==> src/rtl/rv32_pc_sequencer_pkg.sv <==
// Shared rv32 PC-sequencer definitions: FSM state encodings, redirect kinds,
// default vectors and the target alignment helper.
package rv32_pc_sequencer_pkg;

   localparam logic [31:0] DEF_RESET_VECTOR = 32'h0000_0000;
   localparam logic [31:0] DEF_TRAP_VECTOR  = 32'h0000_0100;

   typedef enum logic [1:0] {
      BOOT = 2'd0,
      RUN  = 2'd1,
      HOLD = 2'd2,
      HALT = 2'd3
   } pcState_e;

   typedef enum logic [2:0] {
      REDIR_SEQ      = 3'd0,
      REDIR_STALL    = 3'd1,
      REDIR_XFER     = 3'd2,
      REDIR_MRET     = 3'd3,
      REDIR_MISALIGN = 3'd4,
      REDIR_TRAP     = 3'd5
   } redirKind_e;

   function automatic logic isMisaligned(input logic [31:0] addr);
      return |addr[1:0];
   endfunction

endpackage

==> src/rtl/rv32_pc_sequencer_if.sv <==
// Control/redirect bundle between the pipeline (master) and the PC sequencer (slave).
interface rv32_pc_sequencer_if;
   logic [31:0] pc_i;
   logic        stall_i;
   logic        branch_taken_i;
   logic [31:0] branch_target_i;
   logic        jump_i;
   logic [31:0] jump_target_i;
   logic        trap_i;
   logic        mret_i;
   logic        halt_i;
   logic [31:0] pc_next_o;
   logic        flush_o;
   logic [31:0] epc_o;
   logic        misaligned_o;
   logic        halted_o;

   modport slave (
      input  pc_i, stall_i, branch_taken_i, branch_target_i, jump_i, jump_target_i,
      input  trap_i, mret_i, halt_i,
      output pc_next_o, flush_o, epc_o, misaligned_o, halted_o
   );

   modport master (
      output pc_i, stall_i, branch_taken_i, branch_target_i, jump_i, jump_target_i,
      output trap_i, mret_i, halt_i,
      input  pc_next_o, flush_o, epc_o, misaligned_o, halted_o
   );
endinterface

==> src/rtl/rv32_pc_redirect_sel.sv <==
// Combinational redirect priority mux and alignment check for the PC sequencer.
module rv32_pc_redirect_sel
   import rv32_pc_sequencer_pkg::*;
(
   input  logic [31:0] pc_i,
   input  logic        stall_i,
   input  logic        branch_taken_i,
   input  logic [31:0] branch_target_i,
   input  logic        jump_i,
   input  logic [31:0] jump_target_i,
   input  logic        trap_i,
   input  logic        mret_i,
   output redirKind_e  kind_o,
   output logic        xferValid_o,
   output logic [31:0] xferTarget_o,
   output logic [31:0] seqPc_o
);

   // Jump outranks branch when both arrive, so its target is the one checked.
   always_comb begin
      xferValid_o  = jump_i | branch_taken_i;
      xferTarget_o = jump_i ? jump_target_i : branch_target_i;
      seqPc_o      = pc_i + 32'd4;
      kind_o       = REDIR_SEQ;
      if (trap_i)
         kind_o = REDIR_TRAP;
      else if (xferValid_o && isMisaligned(xferTarget_o))
         kind_o = REDIR_MISALIGN;
      else if (mret_i)
         kind_o = REDIR_MRET;
      else if (xferValid_o)
         kind_o = REDIR_XFER;
      else if (stall_i)
         kind_o = REDIR_STALL;
   end

endmodule

==> src/rtl/rv32_pc_sequencer.sv <==
// PC sequencer: BOOT/RUN/HOLD/HALT FSM choosing the next fetch address, with
// a pending-redirect register for stalled jumps/branches and the saved EPC.
module rv32_pc_sequencer
   import rv32_pc_sequencer_pkg::*;
#(
   parameter logic [31:0] RESET_VECTOR = DEF_RESET_VECTOR,
   parameter logic [31:0] TRAP_VECTOR  = DEF_TRAP_VECTOR
) (
   input  logic               clk,
   input  logic               reset,
   rv32_pc_sequencer_if.slave seq
);

   pcState_e    state_q, state_d;
   logic [31:0] pending_q, pending_d;
   logic [31:0] epc_q, epc_d;
   redirKind_e  kind;
   logic        xferValid;
   logic [31:0] xferTarget;
   logic [31:0] seqPc;
   logic        takeTrap;

   rv32_pc_redirect_sel u_sel (
      .pc_i            (seq.pc_i),
      .stall_i         (seq.stall_i),
      .branch_taken_i  (seq.branch_taken_i),
      .branch_target_i (seq.branch_target_i),
      .jump_i          (seq.jump_i),
      .jump_target_i   (seq.jump_target_i),
      .trap_i          (seq.trap_i),
      .mret_i          (seq.mret_i),
      .kind_o          (kind),
      .xferValid_o     (xferValid),
      .xferTarget_o    (xferTarget),
      .seqPc_o         (seqPc)
   );

   assign takeTrap = (kind == REDIR_TRAP) || (kind == REDIR_MISALIGN);

   always_ff @(posedge clk) begin
      if (reset) begin
         state_q   <= BOOT;
         pending_q <= 32'd0;
         epc_q     <= 32'd0;
      end else begin
         state_q   <= state_d;
         pending_q <= pending_d;
         epc_q     <= epc_d;
      end
   end

   // Traps (including misaligned targets) win over everything, stall and halt included.
   always_comb begin
      state_d          = state_q;
      pending_d        = pending_q;
      epc_d            = epc_q;
      seq.pc_next_o    = seq.pc_i;
      seq.flush_o      = 1'b0;
      seq.misaligned_o = 1'b0;
      seq.halted_o     = 1'b0;
      case (state_q)
         BOOT: begin
            seq.pc_next_o = RESET_VECTOR;
            seq.flush_o   = 1'b1;
            state_d       = RUN;
         end
         RUN: begin
            if (takeTrap) begin
               seq.pc_next_o    = TRAP_VECTOR;
               seq.flush_o      = 1'b1;
               seq.misaligned_o = (kind == REDIR_MISALIGN);
               epc_d            = seq.pc_i;
            end else if (seq.halt_i) begin
               state_d   = HALT;
               pending_d = 32'd0;
            end else begin
               case (kind)
                  REDIR_MRET: begin
                     seq.pc_next_o = epc_q;
                     seq.flush_o   = 1'b1;
                  end
                  REDIR_XFER: begin
                     if (seq.stall_i) begin
                        pending_d = xferTarget;
                        state_d   = HOLD;
                     end else begin
                        seq.pc_next_o = xferTarget;
                        seq.flush_o   = 1'b1;
                     end
                  end
                  REDIR_STALL: seq.pc_next_o = seq.pc_i;
                  default:     seq.pc_next_o = seqPc;
               endcase
            end
         end
         HOLD: begin
            if (takeTrap) begin
               seq.pc_next_o    = TRAP_VECTOR;
               seq.flush_o      = 1'b1;
               seq.misaligned_o = (kind == REDIR_MISALIGN);
               epc_d            = seq.pc_i;
               pending_d        = 32'd0;
               state_d          = RUN;
            end else if (seq.halt_i) begin
               state_d   = HALT;
               pending_d = 32'd0;
            end else if (seq.stall_i) begin
               if (xferValid)
                  pending_d = xferTarget;
            end else begin
               seq.pc_next_o = pending_q;
               seq.flush_o   = 1'b1;
               pending_d     = 32'd0;
               state_d       = RUN;
            end
         end
         HALT: seq.halted_o = 1'b1;
         default: state_d = BOOT;
      endcase
      if (reset) begin
         seq.pc_next_o    = RESET_VECTOR;
         seq.flush_o      = 1'b1;
         seq.misaligned_o = 1'b0;
         seq.halted_o     = 1'b0;
      end
   end

   assign seq.epc_o = epc_q;

endmodule
==> src/flat_wrapper.sv <==
// flat-port wrapper written by rule: the top's interface ports become plain ports
module rv32_pc_sequencer_flat import rv32_pc_sequencer_pkg::*;
#(
   parameter logic [31:0] RESET_VECTOR = DEF_RESET_VECTOR,
   parameter logic [31:0] TRAP_VECTOR  = DEF_TRAP_VECTOR
)
  (clk, reset, seq_pc_i, seq_stall_i, seq_branch_taken_i, seq_branch_target_i, seq_jump_i, seq_jump_target_i, seq_trap_i, seq_mret_i, seq_halt_i, seq_pc_next_o, seq_flush_o, seq_epc_o, seq_misaligned_o, seq_halted_o);
  rv32_pc_sequencer_if seq_i ();
  input  logic clk;
  input  logic reset;
  input wire logic [$bits(seq_i.pc_i)-1:0] seq_pc_i;
  input wire logic [$bits(seq_i.stall_i)-1:0] seq_stall_i;
  input wire logic [$bits(seq_i.branch_taken_i)-1:0] seq_branch_taken_i;
  input wire logic [$bits(seq_i.branch_target_i)-1:0] seq_branch_target_i;
  input wire logic [$bits(seq_i.jump_i)-1:0] seq_jump_i;
  input wire logic [$bits(seq_i.jump_target_i)-1:0] seq_jump_target_i;
  input wire logic [$bits(seq_i.trap_i)-1:0] seq_trap_i;
  input wire logic [$bits(seq_i.mret_i)-1:0] seq_mret_i;
  input wire logic [$bits(seq_i.halt_i)-1:0] seq_halt_i;
  output wire logic [$bits(seq_i.pc_next_o)-1:0] seq_pc_next_o;
  output wire logic [$bits(seq_i.flush_o)-1:0] seq_flush_o;
  output wire logic [$bits(seq_i.epc_o)-1:0] seq_epc_o;
  output wire logic [$bits(seq_i.misaligned_o)-1:0] seq_misaligned_o;
  output wire logic [$bits(seq_i.halted_o)-1:0] seq_halted_o;
  assign seq_i.pc_i = seq_pc_i;
  assign seq_i.stall_i = seq_stall_i;
  assign seq_i.branch_taken_i = seq_branch_taken_i;
  assign seq_i.branch_target_i = seq_branch_target_i;
  assign seq_i.jump_i = seq_jump_i;
  assign seq_i.jump_target_i = seq_jump_target_i;
  assign seq_i.trap_i = seq_trap_i;
  assign seq_i.mret_i = seq_mret_i;
  assign seq_i.halt_i = seq_halt_i;
  assign seq_pc_next_o = seq_i.pc_next_o;
  assign seq_flush_o = seq_i.flush_o;
  assign seq_epc_o = seq_i.epc_o;
  assign seq_misaligned_o = seq_i.misaligned_o;
  assign seq_halted_o = seq_i.halted_o;
  rv32_pc_sequencer #(.RESET_VECTOR(RESET_VECTOR), .TRAP_VECTOR(TRAP_VECTOR)) u_core (.clk(clk), .reset(reset), .seq(seq_i));
endmodule
==> config.mk <==
export PLATFORM = sky130hd
export DESIGN_NAME = rv32_pc_sequencer_flat
export DESIGN_NICKNAME = d
export VERILOG_FILES = /design/src/rtl/rv32_pc_sequencer_pkg.sv /design/src/rtl/rv32_pc_sequencer_if.sv /design/src/rtl/rv32_pc_redirect_sel.sv /design/src/rtl/rv32_pc_sequencer.sv /design/src/flat_wrapper.sv
export SDC_FILE = /design/constraint.sdc
export NUM_CORES = 1
export LEC_CHECK = 0
export ABC_AREA = 0
export CELL_PAD_IN_SITES_DETAIL_PLACEMENT = 0
export CELL_PAD_IN_SITES_GLOBAL_PLACEMENT = 2
export CORE_MARGIN = 1.5
export CORE_UTILIZATION = 26
export DETAILED_ROUTE_END_ITERATION = 10
export HOLD_SLACK_MARGIN = 0.05
export MAX_ROUTING_LAYER = met4
export PLACE_DENSITY = 0.79
export SYNTH_ARGS = -nofsm -noshare
export SYNTH_HDL_FRONTEND = slang
export SYNTH_SLANG_ARGS = --single-unit
==> constraint.sdc <==
create_clock -name clk -period 2.7 [get_ports clk]
set_input_delay 0.27 -clock clk [delete_from_list [all_inputs] [get_ports clk]]
set_output_delay 0.27 -clock clk [all_outputs]
set_load 0.02 [all_outputs]
==> out/metrics.yaml <==
outcome: "finished, final reports clean"
synth-async-reset-ratio_pct: 0
syn_inst: 809
synth-main-ff-cell: "dfxtp_1"
dieHeight_um: 153
start_util_pct: 26.7
reg2regPathDepth: 8
drc_errors: 0
multi_input_area_um2: 4310
fin_crit_sh_pct: 99.9
fin_cells: 1413
drive_gt1_share_pct: 30.3
worst_ep_arrival_time_ps: 2430
holdPathStages: 3
max_slew_margin_pct: 65.7
path_cells: "clkdlybuf4s15_1, buf_4, nand4_1, or4_4, buf_4, nor2_4, o21a_1, a21oi_1, a221o_1, buf_2"
fin_crit_ps: 2700
die-area_um2: 23400
syn_area_um2: 5840
synth_edf_count: 0
setup_tns_ps: 0
synth_cell_types: 84
drtAntennaViolNets: 0
layout.nets: 1240
min_path_type: "in2reg"
reg2reg_slack_ps: 810
area_delta_synth_final_pct: 65.9
pre_cts_ws_ps: -821
drtPass1Iterations: 5
ys_ff_latch: 66
htreeDepth: 3
synth_area_leaders: "dfxtp_1 (23%), nand2_1 (8.1%), a21oi_1 (6.3%), mux2i_1 (5.5%), o31ai_1 (3.6%)"
rsz0062_at_grt: "true"
dp_cells: 1387
globalRouteMet3Util_pct: 2.95
worst_ep_required_time_ps: 2430
max_cap_viol_count: 0
final_util_pct: 44.2
setup_viol: 0
numCtsBuffers: 9
core_area_um2: 21900
postCtsHoldBufs: 0
crit_type: "in2out"
yosysWarnings: 0
crit_path_max_incr_delay_ps: 610
finalWirelength_um: 31700
dp_hpwl_um: 24700
grt.total_usage_pct: 27.5
rows: 54
grt_pass1_wl_um: 47500
clock_sinks: 66
drt_iter0_drc: 547
cts_tree: "done"
grt-busiest-layer: "met2"
antenna_found_initial: 0
finalPower_mw: 5.43
p_leak_nw: 3.95
wl_per_cell_um: 22.4
grt.overflow.total: 0
startpoint_type: "input port"
slew_violations: 0
seq_area_um2: 1320
avgSynthCellArea_um2: 7.21
clock_skew_ps: 4.77
slowest_stage: "or4_4"
n_antenna_cell: 0
cp-end-kind: "primary output"
root_buffer: "clkbuf_16"
max_freq_mhz: 371
p_per_area_nw_per_um2: 561
io-pin-count: 171
grtUsageMet2_pct: 44.9
synth.largest_area_cell: "dfxtp_1"
worst_slack_ps: 1.61
viasPerCell: 5.50
cts_buffer_depth: 2
worstMarginPinSlew_ps: 513
gp_congestion: 0.974
clk_latency_ps: 350
synth_top_area_share_pct: 22.6
grt_use_met1_pct: 35.6
n_fill_cell: 2341
path_clk_slew_ps: 60
ys_seq_area_share_pct: 22.6
grt_pass1_vias: 7561
via_count: 7773
cp_max_fo: 4
dieWidth_um: 153
io_buffers: 170
grt_max_degree: 39
cpMostUsedCell: "buf_4"
ir_drop_mv: 0.261
syn_nets: 919
hold_violations: 0
==> cells by family (layout without fill, tap and decap cells) <==
| logic type | Yosys count | in the layout | synth area share [%] |
|---|---|---|---|
| multiplexers | 41 | 41 | 7.23 |
| buffers and inverters | 96 | 420 | 6.97 |
| XOR/XNOR | 8 | 8 | 1.20 |
| AO/OA/AOI/OAI | 305 | 305 | 36.6 |
| AND/OR/NAND/NOR | 287 | 287 | 24.1 |
| adder cells (fa/ha/maj) | 6 | 6 | 1.29 |
| flip-flops | 66 | 66 | 22.6 |
==> repair_timing <==
item / 4_1_cts / 5_1_grt
buffers inserted: 8 / 4
pin swaps: 23 / 17
endpoints found under the setup margin: 33 / 30
resized for setup: 169 / 49
==> cells in the mapped netlist (all sizes together) (6+ instances only) <==
cell type,n
a211oi,7
a21oi,75
a22o,14
a22oi,19
a31o,12
a31oi,14
a32oi,6
and2,7
buf,33
clkbuf,49
dfxtp,66
ha,6
inv,13
mux2,9
mux2i,32
nand2,126
nand3,40
nand4,6
nor2,40
nor3,26
nor3b,10
o211ai,9
o21a,9
o21ai,53
o221ai,7
o22ai,10
o31ai,28
==> final timing paths <==
check / start / endpoint
worst max-delay path: seq_pc_i[3] / seq_pc_next_o[23]
worst min-delay path: seq_pc_i[5] / u_core.seq.epc_o[5]
worst max register to register: u_core.state_q[0] / u_core.pending_q[11]
worst min register to register: u_core.pending_q[13] / u_core.pending_q[13]
==> power by group <==
group | internal [mW] | switching, mW
Clock | 0.753 | 0.479
Combinational | 1.28 | 1.55
Sequential | 1.20 | 0.173
Total | 3.23 | 2.21
==> per-layer routing <==
layer  vias to the layer above  part of all wire, %
met5                         -                    0
met4                         0                  2.6
met3                        43                  5.3
met2                       320                   47
met1                      3727                   45
li1                       3683                    -
==> layout make-up <==
| type | instances | share of cell area, % |
|---|---|---|
| Multi-Input combinational cell | 647 | 44.5 |
| Timing Repair Buffer | 392 | 34.7 |
| Sequential cell | 66 | 13.7 |
| Tap cell | 280 | 3.62 |
| Clock buffer | 11 | 2.61 |
| Inverter | 14 | 0.543 |
| Clock inverter | 3 | 0.413 |
==> worst max-delay path: cells and delay by family <==
family / cells / cell delay, ps
simple gates: 3 / 910
compound gates: 3 / 600
buf+inv: 4 / 650
==> cell usage in the layout (no fill, tap or decap), types with 5 or more instances in the layout <==
cell type          n
buf_4            207
nand2_1          124
clkdlybuf4s50_1  114
a21oi_1           73
dfxtp_1           64
nand3_1           38
nor2_1            35
o21ai_0           35
mux2i_1           30
o31ai_1           28
a22oi_1           19
buf_2             19
nor3_1            17
dlygate4sd2_1     16
a22o_1            14
o21ai_1           14
a31oi_1           13
inv_1             12
clkbuf_2          12
a31o_1            11
buf_12            11
o22ai_1           10
buf_6             10
nor3b_1            9
clkbuf_16          9
o211ai_1           8
nor3_2             7
mux2_2             7
o221ai_1           7
o21a_1             7
and2_1             7
nand2b_1           5
a32oi_1            5
a221o_1            5
a222oi_1           5
==> registers in the layout (all words and copies together) (netlist names) <==
register and flops:
u_core.pending_q 32, u_core.seq.epc_o 32, u_core.state_q 2
==> metrics by stage <==
stage / hold WS [ps] / instance area [um2]
2_1_floorplan: 406 / 5840
3_3_place_gp: 457 / 9230
6_report: 245 / 9680
3_5_place_dp: 463 / 9230
5_1_grt: 267 / 9680
4_1_cts: 339 / 9680
No activity file was read; power rests on OpenSTA's default activity.
